===== src/rtl/fixmul_seq_pkg.sv =====
// Shared types and constants for the sequential signed fixed-point multiplier
// and the parent that wires its product into the downstream shifter.
package fixmul_seq_pkg;

  typedef enum logic [1:0] {
    ST_IDLE = 2'd0,
    ST_RUN  = 2'd1,
    ST_SIGN = 2'd2,
    ST_DONE = 2'd3
  } state_e;

  // Shifter control used by the parent: right, arithmetic rescale of P.
  localparam logic SHIFT_LEFT    = 1'b0;
  localparam logic SHIFT_LOGICAL = 1'b0;

  function automatic int prod_width(input int n);
    return 2 * n;
  endfunction

endpackage


===== src/rtl/fixmul_seq.sv =====
// Sequential signed N x N multiplier: sign-magnitude shift-and-add over N
// cycles, full 2N-bit product with a one-cycle DONE pulse.
module fixmul_seq
  import fixmul_seq_pkg::*;
#(
  parameter int N    = 8,
  parameter int FRAC = 4
) (
  input  logic                       CLK,
  input  logic                       RST_N,
  input  logic                       START,
  input  logic [N-1:0]               A,
  input  logic [N-1:0]               B,
  output logic                       BUSY,
  output logic                       DONE,
  output logic [prod_width(N)-1:0]   P,
  output logic [4:0]                 SHAMT,
  output state_e                     STATE_DBG
);

  localparam int PW = prod_width(N);
  localparam int CW = $clog2(N + 1);
  localparam logic [CW-1:0] LAST_STEP = CW'(N - 1);

  // Handshake: START is accepted on a rising edge only while BUSY=0
  // (IDLE or DONE state); requests while BUSY=1 are dropped, not queued.

  state_e          state_q;
  logic [PW-1:0]   mcand_q;
  logic [N-1:0]    mplier_q;
  logic [PW-1:0]   acc_q;
  logic [CW-1:0]   cnt_q;
  logic            neg_q;
  logic            busy_q;
  logic            done_q;
  logic [PW-1:0]   p_q;

  logic            accept;
  logic [N-1:0]    mag_a_d;
  logic [N-1:0]    mag_b_d;
  logic [PW-1:0]   acc_d;

  // -(-2^(N-1)) wraps to 2^(N-1), which is exactly right as an unsigned value.
  assign mag_a_d = A[N-1] ? (~A + 1'b1) : A;
  assign mag_b_d = B[N-1] ? (~B + 1'b1) : B;
  assign acc_d   = mplier_q[0] ? (acc_q + mcand_q) : acc_q;
  assign accept  = START && ((state_q == ST_IDLE) || (state_q == ST_DONE));

  always_ff @(posedge CLK or negedge RST_N) begin
    if (!RST_N) begin
      state_q  <= ST_IDLE;
      mcand_q  <= '0;
      mplier_q <= '0;
      acc_q    <= '0;
      cnt_q    <= '0;
      neg_q    <= 1'b0;
      busy_q   <= 1'b0;
      done_q   <= 1'b0;
      p_q      <= '0;
    end else begin
      case (state_q)
        ST_IDLE, ST_DONE: begin
          done_q <= 1'b0;
          if (accept) begin
            mcand_q  <= {{N{1'b0}}, mag_a_d};
            mplier_q <= mag_b_d;
            neg_q    <= A[N-1] ^ B[N-1];
            acc_q    <= '0;
            cnt_q    <= '0;
            busy_q   <= 1'b1;
            state_q  <= ST_RUN;
          end else begin
            state_q  <= ST_IDLE;
          end
        end
        ST_RUN: begin
          // The multiplicand is kept pre-shifted by the step count.
          acc_q    <= acc_d;
          mcand_q  <= mcand_q << 1;
          mplier_q <= mplier_q >> 1;
          cnt_q    <= cnt_q + 1'b1;
          if (cnt_q == LAST_STEP) state_q <= ST_SIGN;
        end
        ST_SIGN: begin
          p_q     <= neg_q ? (~acc_q + 1'b1) : acc_q;
          done_q  <= 1'b1;
          busy_q  <= 1'b0;
          state_q <= ST_DONE;
        end
        default: state_q <= ST_IDLE;
      endcase
    end
  end

  assign BUSY      = busy_q;
  assign DONE      = done_q;
  assign P         = p_q;
  assign SHAMT     = 5'(FRAC);
  assign STATE_DBG = state_q;

endmodule


===== config.mk =====
export PLATFORM = sky130hd
export DESIGN_NAME = fixmul_seq
export DESIGN_NICKNAME = d
export VERILOG_FILES = /design/src/rtl/fixmul_seq_pkg.sv /design/src/rtl/fixmul_seq.sv
export SDC_FILE = /design/constraint.sdc
export NUM_CORES = 1
export LEC_CHECK = 0
export CAP_MARGIN = 20
export CORE_MARGIN = 8
export CORE_UTILIZATION = 57
export DETAILED_ROUTE_END_ITERATION = 8
export HOLD_SLACK_MARGIN = 0.1
export PLACE_DENSITY_LB_ADDON = 0.05
export SYNTH_ARGS = -nofsm -noshare
export SYNTH_HDL_FRONTEND = slang
export SYNTH_SLANG_ARGS = --single-unit

===== constraint.sdc =====
create_clock -name CLK -period 2.5 [get_ports CLK]
set_input_delay 0.375 -clock CLK [delete_from_list [all_inputs] [get_ports CLK]]
set_output_delay 0.375 -clock CLK [all_outputs]
set_load 0.02 [all_outputs]

# ---- After elaboration in Yosys (flattened, before gate mapping)
# Cells that the tools add are included.
dict set report op_classes {
  div 0
  addsub 5
  n_reduce_logical 10
  mux 18
  n_lt_le_gt_ge 0
  n_bitwise 4
  multipliers 0
  shifts 0
  n_eq_ne 7
}
# cell count
set op_table {}
lappend op_table {{$mux W16} 4}
lappend op_table {{$pmux W16 S2} 2}
lappend op_table {{$mux W8} 3}
lappend op_table {{$add A16 B1 Y16 const B} 1}
lappend op_table {{$add A16 B16 Y16} 1}
lappend op_table {{$add A8 B1 Y8 const B} 2}
lappend op_table {{$not A16 Y16} 1}
lappend op_table {{$not A8 Y8} 2}
lappend op_table {{$pmux W8 S2} 1}
lappend op_table {{$pmux W4 S2} 1}
lappend op_table {{$ne A2 B2 Y1 const B} 3}
lappend op_table {{$pmux W2 S3} 1}
lappend op_table {{$reduce_and A2 Y1} 3}
lappend op_table {{$add A4 B1 Y4 const B} 1}
lappend op_table {{$eq A2 B2 Y1 const B} 2}
lappend op_table {{$eq A4 B3 Y1 const B} 1}
lappend op_table {{$mux W4} 1}
lappend op_table {{$pmux W1 S2} 2}
lappend op_table {{$reduce_bool A2 Y1} 2}
lappend op_table {{$reduce_and A3 Y1} 1}
lappend op_table {{$eq A2 B1 Y1 const B} 1}
lappend op_table {{$logic_not A2 Y1} 1}
lappend op_table {{$mux W1} 2}
lappend op_table {{$mux W2} 1}
lappend op_table {{4 further kinds} 4}
dict set report totals {
  latchBits 0
  input_bits 19
  mem_bits_ro 0
  n_memories 0
  reg_bits 65
  out_inout_bits 25
  ramBits 0
}

# ---- Depth between registers and ports, before layout
dict set report logic_depth {
  ltp_word 5
  depth_mapped 10
  mapped_depth_nobuf 10
}

# ---- Worst setup path before layout
# No wires, ideal clock.
dict set report synth_path {
  kind {reg2reg}
  from {reg acc_q[2]}
  to {reg acc_q[12]}
  setup_ns 0.121
  t_arrival_ns 2.134
  slack_ns 0.245
  stages_incl_launch_ff 9
  required_ns 2.379
  path_cell_list {dfrtp_1 ha_1 nor2b_1 o211ai_1 nand2_1 a2111oi_0 o31ai_1 xor2_1 a22o_1}
}
dict set report synth_via {
  elab_chain_len 3
}
# item line
set synth_lines {}
lappend synth_lines {{start, declared} fixmul_seq.sv:31} ;# logic [PW-1:0] acc_q;
lappend synth_lines {{start signal, assigned} fixmul_seq.sv:54} ;# acc_q <= '0;
lappend synth_lines {{start signal, assigned} fixmul_seq.sv:68} ;# acc_q <= '0;
lappend synth_lines {{start signal, assigned} fixmul_seq.sv:78} ;# acc_q <= acc_d;
lappend synth_lines {{$add A16 B16 Y16} fixmul_seq.sv:46} ;# assign acc_d = mplier_q[0] ? (acc_q + mcand_q) : acc_q;
lappend synth_lines {{$mux W16} fixmul_seq.sv:46}
lappend synth_lines {{$pmux W16 S2} fixmul_seq.sv:61} ;# case (state_q)
# No other way between the ends. The select of a mux whose other input is x is not followed.
# A chain may end at the register's enable or synchronous reset.

# ---- Worst setup path in the final report
dict set report layout_path {
  from {reg mcand_q[0]}
  to {reg acc_q[12]}
}
dict set report layout_via {
  elab_chain_len 3
}
# item line
set layout_lines {}
lappend layout_lines {{start, declared} fixmul_seq.sv:29} ;# logic [PW-1:0] mcand_q;
lappend layout_lines {{start signal, assigned} fixmul_seq.sv:65} ;# mcand_q <= {{N{1'b0}}, mag_a_d};
lappend layout_lines {{start signal, assigned} fixmul_seq.sv:79} ;# mcand_q <= mcand_q << 1;
lappend layout_lines {{$add A16 B16 Y16} fixmul_seq.sv:46}
lappend layout_lines {{$mux W16} fixmul_seq.sv:46}
lappend layout_lines {{$pmux W16 S2} fixmul_seq.sv:61}
# No other way between the ends. The select of a mux whose other input is x is not followed.

==> qor.csv <==
metric;value;unit
slew_viol_final;0;
final_cell_mix;nand2_1, dfrtp_1, o21ai_0;
drtIter0Drc;165;
ys_seq_area_share;40.96;%
htreeDepth;3;
drtAntennaViolNets;0;
dpl_cell_area;4492;um^2
hold_violations;0;
status;completed;
synth_edf_count;0;
fp.dieW;99.47;um
dr_wl_met3;412;um
clkLatencyLatePin;0.34;ns
ys_types;42;
die_area;9894;um^2
highest_layer;met4;
vias;3291;
drive_above_1_share;10.85;%
finClkSkew;0.007553;ns
rows;30;
cts_tree;built;
diodes;0;
maxSlewHeadroom;54.51;%
wl_met1;4193;um
dp_hpwl;6797;um
port_buffers;38;
wl;8992;um
critPathTopFamily;compound AO/OA/AOI/OAI gates;
core;6756;um^2
critPathKind;reg -> reg;
grt_pass1_vias;3241;
postLayoutCellArea;4737;um^2
syn_to_final_growth;19.28;%
setup.worst_path.end_class;flop;
worstPathCellList;ha_1, inv_1, fa_1, nor2b_2, o211ai_1, nand2_1, a2111oi_2, buf_4, o31ai_1, xor2_1, a22o_1;
hp-class;reg -> reg;
worst_path_max_delay_cell;dfrtp_1;
worst_pin_slew;0.6823;ns
cp.required;2.74;ns
grt_max_degree;32;
fin_ws;0.1550;ns
worst-r2r-setup-slack;0.15;ns
first_pass_iters;5;
reg2reg_to;acc_q[12];
vdd_ir_drop_max;0.8462;mV
clk_path_buf_depth;2;
chipHeight;99.47;um
yosys_most_used_dff;dfrtp_1;
arrival;2.58;ns
layout_commonest_cell;nand2_1;
globalRouteTotalUtil;19.25;%
crit_buf_inv;2;
cp-start-kind;flop;
min_period;2.345;ns
syn_inst;454;
r2r_start;mcand_q[0];
p_leak;2.263;nW
maxCapViolCount;0;
routed-wl-met2;4251;um
crit_fanout;4;
max_freq;426.4;MHz
cts_root_buf;clkbuf_8;
slowest_delay;0.40;ns
layout.nets;544;
cts_buffers;9;
min_period_over_period;93.80;%
synthesis.area;3971;um^2
fill_cells;566;
worst-path-stages;11;
drcViolationCount;0;
totalNegativeSetupSlack;0;ns
yosys_register_bits;65;
synthArstFlopShare;100.0;%
yosysWarnings;0;
power_density;1301;nW/um^2
setup_viol;0;
clkSinkCount;65;
antenna_found_initial;0;
start_util;58.78;%
overflow;0;
cp-startpoint;mcand_q[0];
io_pins;44;
syn_area_per_cell;8.747;um^2
place_congestion;0.8887;
grt_pass1_wl;15300;um
wl_per_cell;15.32;um
avgViaCountPerCell;5.606;
clk_pin_slew;0.08;ns
ff2ff_path_depth;11;
pre_cts_ws;0.1164;ns
crit_end;acc_q[12];
[cell families after synthesis]
family                     share of synthesized area, %
and+or+nand+nor                                   17.30
AOI/OAI and AO/OA                                 16.67
DFF                                               40.96
buffers and inverters                             4.442
xor gates and xnor gates                          8.381
adders and majority gates                         7.435
muxes                                             4.631
other                                            0.1891
[power breakdown]
| part | leakage [nW] | switching [mW] | internal, mW |
|---|---|---|---|
| Clock | 0.0975 | 0.431 | 0.559 |
| Sequential | 0.847 | 0.277 | 1.44 |
| Combinational | 1.32 | 1.95 | 1.51 |
| Total | 2.26 | 2.66 | 3.51 |
[flip-flops by register name (all words and copies together), names as in the netlist]
signal,cells
DONE,1
mplier_q,8
acc_q,16
mcand_q,16
STATE_DBG,2
neg_q,1
P,16
BUSY,1
cnt_q,4
[metal layers]
metal | vias up | GRT usage (%)
li1 | 1656 | -
met1 | 1546 | 24.96
met2 | 78 | 31.25
met3 | 11 | 3.212
met4 | 0 | 7.567
met5 | - | 0
[per-stage QoR]
stage	cells	hold WS [ns]	util [%]	power, mW
6_report	587	0.4883	70.11	6.162
5_1_grt	587	0.5230	70.11	6.685
4_1_cts	586	0.4945	69.87	6.179
3_5_place_dp	569	0.4532	66.48	5.176
3_3_place_gp	569	0.4501	66.48	5.083
2_1_floorplan	457	0.07941	-	4.111
[worst min-delay path, stage by stage, from the launching register on]
cell and delay [ns]:
dfrtp_1 0.34, nand2_1 0.04, o21ai_0 0.06
[synth_stat cells (all sizes together) (7+ instances only)]
master / count / area, um^2
dfrtp: 65 / 1627
inv: 17 / 63.81
xor2: 21 / 183.9
mux2: 11 / 123.9
a21oi: 36 / 183.9
clkbuf: 20 / 75.07
xnor2: 17 / 148.9
o21ai: 43 / 215.2
nand2: 67 / 251.5
nor2: 40 / 150.1
nand3: 15 / 75.07
ha: 22 / 275.3
a21o: 7 / 52.55
[worst min-delay path by stage]
stage	endpoint	cells after the start	start	slack, ns
finish	mplier_q[6]	2	mplier_q[6]	0.49
global route	P[9]	1	P[9]	0.52
CTS	mplier_q[6]	2	mplier_q[6]	0.49
detailed placement	DONE	1	RST_N	0.45
global placement	DONE	1	RST_N	0.45
floorplan	BUSY	0	RST_N	0.08
[area by class of cell]
| class | count | area, um^2 | area share, % |
|---|---|---|---|
| tap | 80 | 100.1 | 2.113 |
| sequential | 65 | 1627 | 34.34 |
| inverter | 17 | 63.81 | 1.347 |
| clock buffer | 9 | 123.9 | 2.615 |
| multi-input combinational | 350 | 2192 | 46.28 |
| timing repair buffer | 59 | 535.5 | 11.30 |
| clock inverter | 7 | 95.09 | 2.007 |
[what timing repair did]
item,in CTS,in global routing
setup endpoints to repair,0,2
setup buffers,0,1
endpoints found under the hold margin,28,0
resized for setup,0,3
hold buffers,1,0
No activity file was read; power rests on OpenSTA's default activity.
